### src/rtl/vco_freq_meter_if.sv
// vco_freq_meter_if: measurement request/result bundle between the VCO frequency meter and its user
`timescale 1ns/1ps
interface vco_freq_meter_if #(parameter int CNT_W = 16);
  logic             vco_clk;
  logic             start;
  logic             busy;
  logic             done;
  logic [CNT_W-1:0] count;
  logic             overflow;
  modport master (output vco_clk, start, input busy, done, count, overflow);
  modport slave  (input vco_clk, start, output busy, done, count, overflow);
endinterface

### src/rtl/vco_freq_meter.sv
// vco_freq_meter: counts synchronised vco_clk rising edges over a fixed clk gate window
`timescale 1ns/1ps
module vco_freq_meter #(
  parameter int GATE_CYCLES = 1000,
  parameter int CNT_W       = 16
) (
  input logic            clk,
  input logic            rst,
  vco_freq_meter_if.slave s
);
  localparam int GW = $clog2(GATE_CYCLES);
  typedef enum logic {IDLE, GATE} state_t;
  state_t           r_state;
  logic             r_s1, r_s2, r_s3;
  logic [GW-1:0]    r_gate;
  logic [CNT_W-1:0] r_cnt, r_count, w_cnt_nxt;
  logic             r_ovf, r_overflow, r_busy, r_done;
  logic             w_edge, w_ovf_nxt;
  assign w_edge    = r_s2 & ~r_s3;
  // saturate at all-ones and remember that an edge was lost
  assign w_cnt_nxt = (w_edge && r_cnt != '1) ? r_cnt + 1'b1 : r_cnt;
  assign w_ovf_nxt = r_ovf | (w_edge & (&r_cnt));
  always_ff @(posedge clk or posedge rst) begin
    if (rst) begin
      r_state    <= IDLE;
      r_s1       <= 1'b0;
      r_s2       <= 1'b0;
      r_s3       <= 1'b0;
      r_gate     <= '0;
      r_cnt      <= '0;
      r_ovf      <= 1'b0;
      r_count    <= '0;
      r_overflow <= 1'b0;
      r_busy     <= 1'b0;
      r_done     <= 1'b0;
    end else begin
      r_s1   <= s.vco_clk;
      r_s2   <= r_s1;
      r_s3   <= r_s2;
      r_done <= 1'b0;
      if (r_state == IDLE) begin
        if (s.start) begin
          r_state <= GATE;
          r_busy  <= 1'b1;
          r_gate  <= GW'(GATE_CYCLES - 1);
          r_cnt   <= '0;
          r_ovf   <= 1'b0;
        end
      end else begin
        r_cnt  <= w_cnt_nxt;
        r_ovf  <= w_ovf_nxt;
        r_gate <= r_gate - 1'b1;
        if (r_gate == '0) begin
          r_state    <= IDLE;
          r_busy     <= 1'b0;
          r_done     <= 1'b1;
          r_count    <= w_cnt_nxt;
          r_overflow <= w_ovf_nxt;
        end
      end
    end
  end
  assign s.busy     = r_busy;
  assign s.done     = r_done;
  assign s.count    = r_count;
  assign s.overflow = r_overflow;
endmodule

### src/flat_wrapper.sv
// flat-port wrapper written by rule: the top's interface ports become plain ports
module vco_freq_meter_flat 
#(
  parameter int GATE_CYCLES = 1000,
  parameter int CNT_W       = 16
)
  (clk, rst, s_vco_clk, s_start, s_busy, s_done, s_count, s_overflow);
  vco_freq_meter_if #(.CNT_W(CNT_W)) s_i ();
  input logic clk;
  input logic rst;
  input wire logic [$bits(s_i.vco_clk)-1:0] s_vco_clk;
  input wire logic [$bits(s_i.start)-1:0] s_start;
  output wire logic [$bits(s_i.busy)-1:0] s_busy;
  output wire logic [$bits(s_i.done)-1:0] s_done;
  output wire logic [$bits(s_i.count)-1:0] s_count;
  output wire logic [$bits(s_i.overflow)-1:0] s_overflow;
  assign s_i.vco_clk = s_vco_clk;
  assign s_i.start = s_start;
  assign s_busy = s_i.busy;
  assign s_done = s_i.done;
  assign s_count = s_i.count;
  assign s_overflow = s_i.overflow;
  vco_freq_meter #(.GATE_CYCLES(GATE_CYCLES), .CNT_W(CNT_W)) u_core (.clk(clk), .rst(rst), .s(s_i));
endmodule
### config.mk
export PLATFORM = sky130hd
export DESIGN_NAME = vco_freq_meter_flat
export DESIGN_NICKNAME = d
export VERILOG_FILES = /design/src/rtl/vco_freq_meter_if.sv /design/src/rtl/vco_freq_meter.sv /design/src/flat_wrapper.sv
export SDC_FILE = /design/constraint.sdc
export NUM_CORES = 1
export LEC_CHECK = 0
export ABC_CLOCK_PERIOD_IN_PS = 3900
export BUFFER_PORTS_ARGS = -buffer_cell sky130_fd_sc_hd__buf_2
export CAP_MARGIN = 40
export CORE_MARGIN = 2
export CORE_UTILIZATION = 35
export CTS_CLUSTER_DIAMETER = 150
export DETAILED_ROUTE_END_ITERATION = 12
export PLACE_DENSITY = 0.5
export SLEW_MARGIN = 20
export SYNTH_ARGS = -nofsm -noshare
export SYNTH_HDL_FRONTEND = slang
export SYNTH_SLANG_ARGS = --single-unit
### constraint.sdc
create_clock -name clk -period 3.9 [get_ports clk]
set_input_delay 0.78 -clock clk [delete_from_list [all_inputs] [get_ports clk]]
set_output_delay 0.78 -clock clk [all_outputs]
set_load 0.05 [all_outputs]
==> flow_metrics.py <==
metrics = {
    "yosys": {
        "syn_area_per_cell_sq_um": 9.10,
        "synth.distinct_cells": 45,
        "netlist_area_sq_um": 2660,
        "ys_warn_count": 0,
        "synth_area_leaders": "dfrtp_1 47%, a31oi_1 4.7%, nor2_1 3.7%, nand2_1 3.4%, a21oi_1 3.0%",
        "synth_top_area_share_pct": 47.1,
        "synth_cells": 292,
        "ys_ff_latch": 50,
        "yosysSeqAreaShare_pct": 47.1,
        "synth_nets": 298,
        "synth_top_area_cell": "dfrtp_1",
    },
    "finish": {
        "nets": 306,
        "area_growth_pct": 9.98,
        "fillers": 792,
        "antenna_cells": 0,
        "drive_above_1_share_pct": 14.0,
    },
    "timing": {
        "tns_ps": 0,
        "finalCritPeriodShare_pct": 71.3,
        "tightestPinTransition_ps": 779,
        "hold_slack_ps": 358,
        "fin_skew_ps": 5.83,
        "post-route-min-period_ps": 2780,
        "setup_violations": 0,
        "drv_slew": 0,
        "rsz0062_at_grt": "false",
        "fmax_mhz": 360,
        "worst_slew_margin_rel_pct": 47.6,
        "hold_viol_final": 0,
    },
    "floorplan": {
        "die-area_sq_um": 8310,
        "row_count": 31,
        "core_area_sq_um": 7290,
        "start_util_pct": 36.4,
        "ios": 23,
        "die_h_um": 91.1,
        "dieWidth_um": 91.1,
    },
    "pwr": {
        "p_switching_w": 0.000482,
        "leakagePower_nw": 1.22,
        "clockPowerShare_pct": 23.4,
        "combPwrFrac_pct": 21.6,
        "internal-power_w": 0.000890,
        "p_seq_share_pct": 55.1,
        "power_density_nw_per_um2": 469,
        "netSwitchingFraction_pct": 35.1,
        "vdd_drop_max_mv": 0.264,
    },
    "clock_tree": {
        "path_clk_slew_ps": 100,
        "numCtsBuffers": 5,
        "cts.sinks": 50,
        "cts_hold_buf": 0,
        "cts_setup_buffers": 0,
        "ctsResizeCount": 0,
        "htree_levels": 2,
        "clockBufferDepth": 2,
        "root_buffer": "clkbuf_8",
        "cts_tree": "done",
        "clk-insertion-delay-late_ps": 300,
    },
    "status": {
        "outcome": "completed",
    },
    "placed_design": {
        "hpwlAfterDp_mm": 4.32,
        "io_buffers": 22,
        "gp_congestion": 0.787,
    },
    "flow_run": {
        "cap_violations": 0,
    },
    "critical_path": {
        "critPathRequiredTime_ps": 4140,
        "path_buf_inv": 2,
        "critPathKind": "reg -> reg",
        "cp_top_family": "simple AND/OR/NAND/NOR gates",
        "cp-start-kind": "flop",
        "max_stage_delay_ps": 560,
        "cp_max_fo": 22,
        "crit_path_top_delay_cell": "or4_4",
        "cp_cell_sequence": "inv_1 -> ha_1 -> or4b_4 -> or4_4 -> inv_1 -> o311ai_0 -> nand3_1",
        "arrival_ps": 3020,
        "critPathMostFrequentCell": "inv_1",
        "endpoint_kind": "flop",
    },
    "grt": {
        "gr-usage-all-layers_pct": 16.5,
        "antenna_found_initial": 0,
        "grt_max_degree": 42,
        "grt_pass1_wl_mm": 11.0,
        "grt_overflow_total": 0,
        "grt_pass1_vias": 2151,
    },
    "detailed_routing": {
        "detail_route.vias_per_cell": 5.59,
        "drt_wl_total_mm": 6.38,
        "drtIter0Drc": 161,
        "wl_per_cell_um": 16.0,
        "routed-via-count": 2234,
        "detail_route.first_pass.iterations": 4,
        "ant_nets": 0,
        "drc": 0,
    },
    "min_path": {
        "hp-class": "reg -> reg",
    },
}
-- cells in the final DEF (no fill, tap or decap), types with 9 or more instances in the layout --
cell / netlist / layout
nand2_1: 24 / 24
o31ai_1: 9 / 9
or4_1: 9 / 9
nor2_1: 26 / 26
a31oi_1: 20 / 20
nand3_1: 10 / 10
buf_2: 4 / 22
nand4_1: 11 / 11
dfrtp_1: 50 / 50
a21oi_1: 16 / 16
o21ai_0: 12 / 12
-- routing by layer --
layer	track usage, %	routed length [um]	up-vias
li1	-	-	1106
met1	23.0	3080	1082
met2	25.9	3020	44
met3	2.82	229	2
met4	5.56	43	0
met5	0	0	-
-- power by group through the flow --
stage / sequential [W] / combinational [W] / clock [W]
3_5_place_dp: 0.000764 / 0.000299 / 0
3_3_place_gp: 0.000763 / 0.000290 / 0
2_1_floorplan: 0.000726 / 0.000255 / 0
5_1_grt: 0.000778 / 0.000338 / 0.000365
4_1_cts: 0.000754 / 0.000299 / 0.000339
6_report: 0.000756 / 0.000296 / 0.000321
-- synth_stat cells, drive strengths merged --
cell type and instances:
a21o 1, a21oi 16, a22o 1, a31o 1, a31oi 20, a41o 2
a41oi 2, and3 3, and4 2, and4b 1, buf 8, clkbuf 17
dfrtp 50, ha 2, inv 7, mux2i 4, nand2 24, nand2b 4
nand3 10, nand3b 2, nand4 11, nand4b 1, nor2 26, nor2b 1
nor3 7, nor4 7, o2111ai 2, o211ai 5, o21a 1, o21ai 12
o22ai 1, o2bb2ai 1, o311ai 3, o31ai 9, o41ai 1, or2 4
or3 5, or4 10, or4b 1, xnor2 4, xor2 3
-- worst paths after layout --
path | from | cells after the start | slack (ps) | endpoint
max | u_core.r_gate[0] | 7 | 1120 | u_core.s.count[9]
min | u_core.r_s1 | 0 | 360 | u_core.r_s2
max reg2reg | u_core.r_gate[0] | 7 | 1120 | u_core.s.count[9]
min reg2reg | u_core.r_s1 | 0 | 360 | u_core.r_s2
max in group asynchronous | rst | 3 | 2890 | u_core.r_cnt[10]
min in group asynchronous | rst | 2 | 490 | u_core.s.count[4]
-- per-stage QoR --
step / setup slack, ps / total power, W / instances / utilization [%] / instance area [sq um]
finish: 1120 / 0.00137 / 400 / 40.1 / 2920
global route: 889 / 0.00148 / 400 / 40.1 / 2920
CTS: 1080 / 0.00139 / 400 / 40.1 / 2920
detailed placement: 1110 / 0.00106 / 392 / 38.8 / 2830
global placement: 1190 / 0.00105 / 390 / 38.3 / 2800
floorplan: 1620 / 0.000981 / 292 / - / 2660
-- flip-flops by register name, summed over array words and instances (netlist names) --
signal             flops
u_core.r_s2            1
u_core.r_state         1
u_core.s.busy          1
u_core.r_s1            1
u_core.s.count        16
u_core.r_s3            1
u_core.s.done          1
u_core.r_gate         10
u_core.r_ovf           1
u_core.s.overflow      1
u_core.r_cnt          16
-- area by class of cell --
type / instances / area [sq um] / share of cell area (%)
Tap cell: 99 / 124 / 4.24
Inverter: 7 / 26.3 / 0.899
Clock inverter: 2 / 12.5 / 0.428
Multi-Input combinational cell: 210 / 1270 / 43.5
Timing Repair Buffer: 26 / 156 / 5.35
Clock buffer: 6 / 82.6 / 2.83
Sequential cell: 50 / 1250 / 42.8
-- kinds of logic (layout without fill, tap and decap cells) --
family          count (synthesis)  after routing  synth area share, %
flops                          50             50                 47.1
xor+xnor                        7              7                 2.31
fa+ha+maj                       2              2                0.941
buf+inv                        32             41                 5.13
compound gates                 78             78                 19.1
mux                             4              4                 1.51
simple gates                  119            119                 23.9
Note: power is estimated with default switching activity, not from simulation.
